==> config.mk <==
export PLATFORM = sky130hd
export DESIGN_NAME = elevator_request_scheduler_flat
export DESIGN_NICKNAME = d
export VERILOG_FILES = /design/src/rtl/elevator_request_scheduler_if.sv /design/src/rtl/elevator_request_scheduler.sv /design/src/flat_wrapper.sv
export SDC_FILE = /design/constraint.sdc
export NUM_CORES = 1
export LEC_CHECK = 0
export ABC_AREA = 1
export CAP_MARGIN = 30
export CELL_PAD_IN_SITES_DETAIL_PLACEMENT = 0
export CELL_PAD_IN_SITES_GLOBAL_PLACEMENT = 1
export CORE_MARGIN = 4
export CORE_UTILIZATION = 47
export DETAILED_ROUTE_END_ITERATION = 8
export DONT_BUFFER_PORTS = 1
export PLACE_DENSITY_LB_ADDON = 0.1
export SYNTH_ARGS = -nofsm -noshare
export SYNTH_HDL_FRONTEND = slang
export SYNTH_SLANG_ARGS = --single-unit
==> constraint.sdc <==
create_clock -name clk -period 5.38 [get_ports clk]
set_clock_uncertainty 0.15 [all_clocks]
set_input_delay 1.345 -clock clk [delete_from_list [all_inputs] [get_ports clk]]
set_output_delay 1.345 -clock clk [all_outputs]
set_load 0.01 [all_outputs]
==> src/rtl/elevator_request_scheduler_if.sv <==
// rtl/elevator_request_scheduler_if.sv - call/position inputs and target/status outputs of the scheduler
interface elevator_request_scheduler_if #(
  parameter int NUM_FLOORS = 6
);
  logic [NUM_FLOORS-1:0] call_req;
  logic [3:0]            current_floor;
  logic                  car_idle;
  logic [3:0]            target_floor;
  logic [NUM_FLOORS-1:0] pending;
  logic                  door_open;
  logic                  dir_up;
  logic                  busy;

  modport master (
    output call_req, current_floor, car_idle,
    input  target_floor, pending, door_open, dir_up, busy
  );

  modport slave (
    input  call_req, current_floor, car_idle,
    output target_floor, pending, door_open, dir_up, busy
  );
endinterface

==> src/rtl/elevator_request_scheduler.sv <==
// rtl/elevator_request_scheduler.sv - sweep-order elevator call scheduler with door dwell
// Optional feature ELEV_RETARGET_EN: retarget to a closer pending floor on the way during MOVE.
module elevator_request_scheduler #(
  parameter int NUM_FLOORS   = 6,
  parameter int DWELL_CYCLES = 8
) (
  input logic                        clk,
  input logic                        rst,
  elevator_request_scheduler_if.slave bus
);
  localparam int             CW         = (DWELL_CYCLES > 1) ? $clog2(DWELL_CYCLES) : 1;
  localparam logic [CW-1:0]  DWELL_LOAD = CW'(DWELL_CYCLES - 1);

  typedef enum logic [1:0] {
    S_IDLE  = 2'd0,
    S_MOVE  = 2'd1,
    S_DWELL = 2'd2
  } state_t;

  state_t                r_state, w_state_nxt;
  logic [NUM_FLOORS-1:0] r_pending, w_pending_nxt;
  logic [3:0]            r_target, w_target_nxt;
  logic                  r_dir_up, w_dir_nxt;
  logic [CW-1:0]         r_cnt, w_cnt_nxt;

  logic                  w_floor_ok;
  logic [NUM_FLOORS-1:0] w_cur_onehot, w_tgt_onehot;
  logic [NUM_FLOORS-1:0] w_clr, w_call_mask;
  logic                  w_cur_pend, w_dwell_call, w_do_sel;
  logic                  w_up_hit, w_dn_hit;
  logic [3:0]            w_up_floor, w_dn_floor;
  state_t                w_sel_state;
  logic [3:0]            w_sel_target;
  logic                  w_sel_dir;

  assign w_floor_ok = (int'(bus.current_floor) < NUM_FLOORS);

  // Nearest pending floor strictly above / strictly below the car.
  always_comb begin
    w_cur_onehot = '0;
    w_tgt_onehot = '0;
    w_up_hit     = 1'b0;
    w_up_floor   = '0;
    w_dn_hit     = 1'b0;
    w_dn_floor   = '0;
    for (int i = 0; i < NUM_FLOORS; i++) begin
      w_cur_onehot[i] = (int'(bus.current_floor) == i);
      w_tgt_onehot[i] = (int'(r_target) == i);
    end
    for (int i = NUM_FLOORS - 1; i >= 0; i--) begin
      if (r_pending[i] && (i > int'(bus.current_floor))) begin
        w_up_hit   = 1'b1;
        w_up_floor = 4'(i);
      end
    end
    for (int i = 0; i < NUM_FLOORS; i++) begin
      if (r_pending[i] && (i < int'(bus.current_floor))) begin
        w_dn_hit   = 1'b1;
        w_dn_floor = 4'(i);
      end
    end
  end

  assign w_cur_pend   = |(r_pending & w_cur_onehot);
  assign w_dwell_call = |(bus.call_req & w_tgt_onehot);

  always_comb begin
    w_sel_state  = S_IDLE;
    w_sel_target = bus.current_floor;
    w_sel_dir    = r_dir_up;
    if (w_cur_pend) begin
      w_sel_state = S_DWELL;
    end else if (r_dir_up && w_up_hit) begin
      w_sel_state  = S_MOVE;
      w_sel_target = w_up_floor;
    end else if (!r_dir_up && w_dn_hit) begin
      w_sel_state  = S_MOVE;
      w_sel_target = w_dn_floor;
    end else if (r_dir_up && w_dn_hit) begin
      w_sel_state  = S_MOVE;
      w_sel_target = w_dn_floor;
      w_sel_dir    = 1'b0;
    end else if (!r_dir_up && w_up_hit) begin
      w_sel_state  = S_MOVE;
      w_sel_target = w_up_floor;
      w_sel_dir    = 1'b1;
    end
  end

  always_comb begin
    w_state_nxt  = r_state;
    w_target_nxt = r_target;
    w_dir_nxt    = r_dir_up;
    w_cnt_nxt    = r_cnt;
    w_clr        = '0;
    w_call_mask  = '0;
    w_do_sel     = 1'b0;
    case (r_state)
      S_IDLE: begin
        w_do_sel = w_floor_ok;
      end
      S_MOVE: begin
        if (w_floor_ok) begin
          if ((bus.current_floor == r_target) && bus.car_idle) begin
            w_state_nxt = S_DWELL;
            w_cnt_nxt   = DWELL_LOAD;
            w_clr       = w_tgt_onehot;
          end
`ifdef ELEV_RETARGET_EN
          else if (r_dir_up && w_up_hit && (w_up_floor < r_target)) begin
            w_target_nxt = w_up_floor;
          end else if (!r_dir_up && w_dn_hit && (w_dn_floor > r_target)) begin
            w_target_nxt = w_dn_floor;
          end
`endif
        end
      end
      S_DWELL: begin
        // A call at the open floor never becomes pending; it just holds the door.
        w_call_mask = w_tgt_onehot;
        if (w_floor_ok) begin
          if (w_dwell_call) begin
            w_cnt_nxt = DWELL_LOAD;
          end else if (r_cnt != '0) begin
            w_cnt_nxt = r_cnt - 1'b1;
          end else begin
            w_do_sel = 1'b1;
          end
        end
      end
      default: begin
        w_state_nxt = S_IDLE;
      end
    endcase
    if (w_do_sel) begin
      w_state_nxt  = w_sel_state;
      w_target_nxt = w_sel_target;
      w_dir_nxt    = w_sel_dir;
      if (w_sel_state == S_DWELL) begin
        w_cnt_nxt = DWELL_LOAD;
        w_clr     = w_cur_onehot;
      end
    end
  end

  assign w_pending_nxt = (r_pending | (bus.call_req & ~w_call_mask)) & ~w_clr;

  always_ff @(posedge clk) begin
    if (rst) begin
      r_state   <= S_IDLE;
      r_pending <= '0;
      r_target  <= '0;
      r_dir_up  <= 1'b1;
      r_cnt     <= '0;
    end else begin
      r_state   <= w_state_nxt;
      r_pending <= w_pending_nxt;
      r_target  <= w_target_nxt;
      r_dir_up  <= w_dir_nxt;
      r_cnt     <= w_cnt_nxt;
    end
  end

  assign bus.target_floor = r_target;
  assign bus.pending      = r_pending;
  assign bus.door_open    = (r_state == S_DWELL);
  assign bus.dir_up       = r_dir_up;
  assign bus.busy         = (r_state != S_IDLE);
endmodule

==> src/flat_wrapper.sv <==
// flat-port wrapper written by rule: the top's interface ports become plain ports
module elevator_request_scheduler_flat 
#(
  parameter int NUM_FLOORS   = 6,
  parameter int DWELL_CYCLES = 8
)
  (clk, rst, bus_call_req, bus_current_floor, bus_car_idle, bus_target_floor, bus_pending, bus_door_open, bus_dir_up, bus_busy);
  elevator_request_scheduler_if #(.NUM_FLOORS(NUM_FLOORS)) bus_i ();
  input logic clk;
  input logic rst;
  input wire logic [$bits(bus_i.call_req)-1:0] bus_call_req;
  input wire logic [$bits(bus_i.current_floor)-1:0] bus_current_floor;
  input wire logic [$bits(bus_i.car_idle)-1:0] bus_car_idle;
  output wire logic [$bits(bus_i.target_floor)-1:0] bus_target_floor;
  output wire logic [$bits(bus_i.pending)-1:0] bus_pending;
  output wire logic [$bits(bus_i.door_open)-1:0] bus_door_open;
  output wire logic [$bits(bus_i.dir_up)-1:0] bus_dir_up;
  output wire logic [$bits(bus_i.busy)-1:0] bus_busy;
  assign bus_i.call_req = bus_call_req;
  assign bus_i.current_floor = bus_current_floor;
  assign bus_i.car_idle = bus_car_idle;
  assign bus_target_floor = bus_i.target_floor;
  assign bus_pending = bus_i.pending;
  assign bus_door_open = bus_i.door_open;
  assign bus_dir_up = bus_i.dir_up;
  assign bus_busy = bus_i.busy;
  elevator_request_scheduler #(.NUM_FLOORS(NUM_FLOORS), .DWELL_CYCLES(DWELL_CYCLES)) u_core (.clk(clk), .rst(rst), .bus(bus_i));
endmodule
# Yosys cells after proc, flatten, opt, wreduce, memory -nomap -nowiden
# Index checks and enable logic that the tools add are counted.
# Widths: inputs -> output; s select.
# word_totals
elab_cells,128
ff_bits,16
# classes
bitwise_logic,10
add_sub_neg,1
magnitude_cmp,12
muxes,55
eq_ne,17
reduce_logical,28
# op_table
cell,count
$mux 3,14
$mux 6,6
$and 6x6->6,4
$mux 4,5
$mux 1,18
$mux 2,9
$eq 4x3->1 const B,4
$eq 4x4->1 const B,4
$logic_and 1x1->1,16
$not 6->6,2
$reduce_or 6->1,2
$eq 4x2->1 const B,2
$gt 2x4->1 const A,2
$gt 3x4->1 const A,2
$logic_not 4->1,2
$lt 1x4->1 const A,2
$lt 2x4->1 const A,2
$lt 3x4->1 const A,2
$ne 3x1->1 const B,2
$or 6x6->6,1
$pmux 3 s2,1
$reduce_and 5->1,1
$eq 2x2->1 const B,2
$eq 4x4->1,1
14 further kinds,17

# Longest topological paths before layout
# logic_depth
word_depth,18
mapped_depth,16

# Worst setup path after synthesis
# Ideal clock, no wire load.
# synth_timing
kind,input to register
start,in bus_current_floor[0]
end,reg u_core.r_pending[1] (netlist: u_core.bus.pending[1])
setup_time_ns,0.116
slack_ns,2.645
stages,11
path_buffers,2
arrival_ns,2.469
required_ns,5.114
path_cell_list,buf_4 nor2_1 nand2_2 nor2_1 inv_2 nand2_2 nor2_4 nand4_4 nand3_4 buf_6 o211a_1
# synth_via
elab_chain_len,18
elab_cells_between_ends,63
# synth_rtl
item,line,rtl
"start, declared",flat_wrapper.sv:12,input wire logic [$bits(bus_i.current_floor)-1:0] bus_current_floor;
$gt 3x4->1 / $lt 1x4->1 (equally long branches),"elevator_request_scheduler.sv:51, elevator_request_scheduler.sv:57",
"$logic_and 1x1->1, on equally long branches","elevator_request_scheduler.sv:51, elevator_request_scheduler.sv:57",
"$mux 1, on equally long branches (5 in series)","elevator_request_scheduler.sv:51, elevator_request_scheduler.sv:57",
$logic_and 1x1->1 / $mux 1 (equally long branches),"elevator_request_scheduler.sv:83, elevator_request_scheduler.sv:57",
$mux 1 / $logic_and 1x1->1 (equally long branches),"elevator_request_scheduler.sv:83, elevator_request_scheduler.sv:79",
$mux 2,elevator_request_scheduler.sv:79,end else if (r_dir_up && w_dn_hit) begin
$mux 2,elevator_request_scheduler.sv:76,end else if (!r_dir_up && w_dn_hit) begin
$mux 2,elevator_request_scheduler.sv:73,end else if (r_dir_up && w_up_hit) begin
$mux 2,elevator_request_scheduler.sv:71,if (w_cur_pend) begin
$eq 2x2->1,elevator_request_scheduler.sv:139,if (w_sel_state == S_DWELL) begin
$mux 6,elevator_request_scheduler.sv:139,
$mux 6 (*),elevator_request_scheduler.sv:135,if (w_do_sel) begin
$not 6->6 (*),elevator_request_scheduler.sv:146,assign w_pending_nxt = (r_pending | (bus.call_req & ~w_call_mask)) & ~w_clr;
$and 6x6->6 (*),elevator_request_scheduler.sv:146,
"end signal, assigned",elevator_request_scheduler.sv:157,r_pending <= w_pending_nxt;
"end, declared",elevator_request_scheduler.sv:21,"logic [NUM_FLOORS-1:0] r_pending, w_pending_nxt;"
# Every way passes the cells marked *; elsewhere a longest branch is shown, timed or not.
# A chain may end at the register's enable or synchronous reset.

# Final worst setup path
# layout_timing
start,reg u_core.r_state[0]
end,out bus_busy
# layout_via
elab_chain_len,1
# layout_rtl
item,line,rtl
"start, declared",elevator_request_scheduler.sv:20,"state_t r_state, w_state_nxt;"
"start signal, assigned",elevator_request_scheduler.sv:156,r_state <= w_state_nxt;
$reduce_bool 2->1,elevator_request_scheduler.sv:168,assign bus.busy = (r_state != S_IDLE);
"end, declared",flat_wrapper.sv:18,output wire logic [$bits(bus_i.busy)-1:0] bus_busy;
# Every way passes these cells.

==> results.cfg <==
[routing]
wl_per_cell_um = 13.4
detail_route.drc_violations = 0
drtIter0Drc = 138
drt-vias-per-instance = 5.31
vias_after_detailed_routing = 1629
finalWirelength_um = 4110
dr.pass1.iters = 4
ant_nets = 0

[worst_setup_path]
crit-reg2reg-capture = u_core.bus.target_floor[0]$_SDFFE_PP0N_
critical_path.slowest_cell = dfxtp_1
crit_chain = inv_1 -> ha_1 -> inv_1
worstRegToRegCells = 10
critPathMaxFanout = 4
critical-path-max-stage-delay_ns = 0.39
arrival_ns = 1.11
cp_data_required_time_ns = 3.88
r2r_slack_ns = 3.25
worst_setup_path_end_kind = output port
timing_worst_setup_path_type = register to output port
crit-reg2reg-launch = u_core.bus.target_floor[0]$_SDFFE_PP0N_
worst_setup_path_start_kind = register
crit_top_cell = inv_1

[synthesis]
dominant_combinational_cell_family_by_area_after_synthesis = simple AND/OR/NAND/NOR gates
fraction_of_the_yosys_area_taken_by_sequential_cells = 0.199
synthSimpleGateAreaFrac = 0.437
synth_area_um2 = 1610
synth.avg_cell_area_um2 = 6.09
ys_ff_latch = 16
synth_cells = 264
xor_xnor_share_of_the_synthesized_area = 0.0163
yosys-mux-area-fraction = 0
mappedNetlistNets = 283
synth_edf_count = 0
synth-adder-area-share = 0.0467
ys_async_sr_fraction = 0
dominantRegCellSynth = dfxtp_1
yosys_warnings = 0
synthesized_area_fraction_occupied_by_ao_oa_aoi_and_oai_cells = 0.188
ys_types = 36

[global_route]
largest_net_degree_at_the_start_of_global_routing = 15
overflow = 0
globalRouteMet2Util = 0.347
antenna_found_initial = 0
groute.usage.overall = 0.209
grt_pass1_wl_um = 7290
grt.met3_usage = 0.0590
first_global_vias = 1542
gr-max-usage-layer = met2
groute.layer.met1.usage = 0.280

[timing]
grt_setup_unrepaired = no
post-route-min-period_ns = 2.61
slew_violations = 0
report.final.hold_viol_count = 0
max_slew.worst_pin.slew_ns = 0.432
setup-tns-final_ns = 0
worst_slew_margin_rel = 0.712
finalCritPeriodShare = 0.485
report.final.setup_viol = 0
achievable-frequency_ghz = 0.384
hold_ws_ns = 0.356

[layout]
layout_common_cells = nand2_1, inv_1, nor2_1
syn2layout_area_growth_pct = 3.27
final_nets = 283
layout-drive-gt1-share = 0.137
layout_commonest_cell = nand2_1
count_of_inserted_antenna_diode_cells = 0
n_fill_cell = 365

[clocking]
postCtsResizedCells = 0
worst_skew_pair.late_latency_ns = 0.30
root_buffer_cell = clkbuf_4
tritoncts = yes
clock_sink_count = 16
cts_buffer_depth = 2
cts.htree.levels = 1
inserted_clock_buffers = 3
postCtsSetupBuffers = 0
path_clk_slew_ns = 0.09
cts_hold_repair.buffers = 0

[die]
design.die.area_um2 = 4420
die_width_um = 66.5
initial_core_util = 0.510
core_region_area_um2 = 3150
placement_row_count = 20
floorplan.die.height_um = 66.5
io_pins = 26

[min_path]
worst_hold_startpoint = u_core.r_state[1]$_SDFFE_PP0P_
hold_depth = 2
whs_endpoint = u_core.r_state[1]$_SDFFE_PP0P_
timing.hold.worst.class = register to register

[power]
power.ir.vdd_worst_v = 0.000153
power.density_cell_area_nw_per_um2 = 203
cellLeakagePower_nw = 0.720

[status]
status = finished clean

[run]
max-cap-violations = 0

[placement]
detailed_place_hpwl_um = 3350
final_weighted_congestion_in_routability_driven_placement = 0.823
io_buffers = 0
-- worst max-delay path: cells and delay by family (launching register included) --
| kind | cells | cell delay (ns) |
|---|---|---|
| adder cells (fa/ha/maj) | 1 | 0.19 |
| buffers and inverters | 2 | 0.24 |
| flip-flops | 1 | 0.39 |
-- routing by layer --
| metal | up-vias | part of all wire |
|---|---|---|
| met4 | 0 | 0.0027 |
| met3 | 3 | 0.071 |
| li1 | 864 | - |
| met2 | 34 | 0.44 |
| met1 | 728 | 0.48 |
| met5 | - | 0 |
-- cell families after synthesis --
| group | count (synthesis) |
|---|---|
| buf+inv | 43 |
| xor+xnor | 3 |
| fa+ha+maj | 6 |
| simple gates | 143 |
| flops | 16 |
| compound gates | 53 |
-- final cells by class --
| class | count | area (um^2) | share of cell area |
|---|---|---|---|
| multi-input combinational | 205 | 1110 | 0.666 |
| sequential | 16 | 320 | 0.193 |
| inverter | 38 | 143 | 0.0859 |
| tap | 44 | 55.1 | 0.0332 |
| clock buffer | 4 | 36.3 | 0.0219 |
-- where the power goes --
part	leakage, nW	total, mW	internal [mW]	switching, mW
logic	0.567	0.110	0.0383	0.0716
registers	0.132	0.144	0.127	0.0169
clock network	0.0210	0.0822	0.0413	0.0408
-- stage by stage --
| stage | instance area (um^2) | setup slack (ns) | std cells | util | power [mW] |
|---|---|---|---|---|---|
| 2_1_floorplan | 1610 | 2.65 | 264 | - | 0.238 |
| 3_3_place_gp | 1620 | 2.52 | 303 | 0.515 | 0.258 |
| 3_5_place_dp | 1620 | 2.52 | 303 | 0.515 | 0.257 |
| 4_1_cts | 1660 | 2.76 | 307 | 0.527 | 0.340 |
| 5_1_grt | 1660 | 2.65 | 307 | 0.527 | 0.365 |
| 6_report | 1660 | 2.77 | 307 | 0.527 | 0.336 |
-- flip-flops by register name, summed over array words and instances, names as in the netlist --
| signal | cells |
|---|---|
| u_core.bus.target_floor | 4 |
| u_core.r_state | 2 |
| u_core.bus.pending | 6 |
| u_core.bus.dir_up | 1 |
| u_core.r_cnt | 3 |
-- synthesized netlist by cell type, types with 2 or more instances --
cell type  count  area (um^2)
o21ai_0       22          110
nand2_1       63          236
inv_2          5         18.8
nand4_1        5         31.3
nor3_1         2         10.0
inv_1         33          124
ha_1           6         75.1
o21ai_1        6         30.0
nor2_1        27          101
xnor2_1        2         17.5
nand2_2        9         56.3
nor2_2         6         37.5
a211oi_2       2         25.0
nor2_4         3         33.8
buf_6          2         22.5
a21oi_1       17         85.1
dfxtp_1       16          320
nand3_1       20          100
-- worst max path at each step --
stage                                   startpoint                                       to  slack (ns)
global route                  bus_current_floor[2]         u_core.bus.pending[2]$_SDFF_PP0_        2.65
floorplan                     bus_current_floor[0]         u_core.bus.pending[1]$_SDFF_PP0_        2.65
CTS                 u_core.r_state[0]$_SDFFE_PP0P_                                 bus_busy        2.76
global placement              bus_current_floor[2]         u_core.bus.pending[2]$_SDFF_PP0_        2.52
detailed placement            bus_current_floor[2]  u_core.bus.target_floor[0]$_SDFFE_PP0N_        2.52
finish              u_core.r_state[0]$_SDFFE_PP0P_                                 bus_busy        2.77
Power figures use the tool's default switching activity.
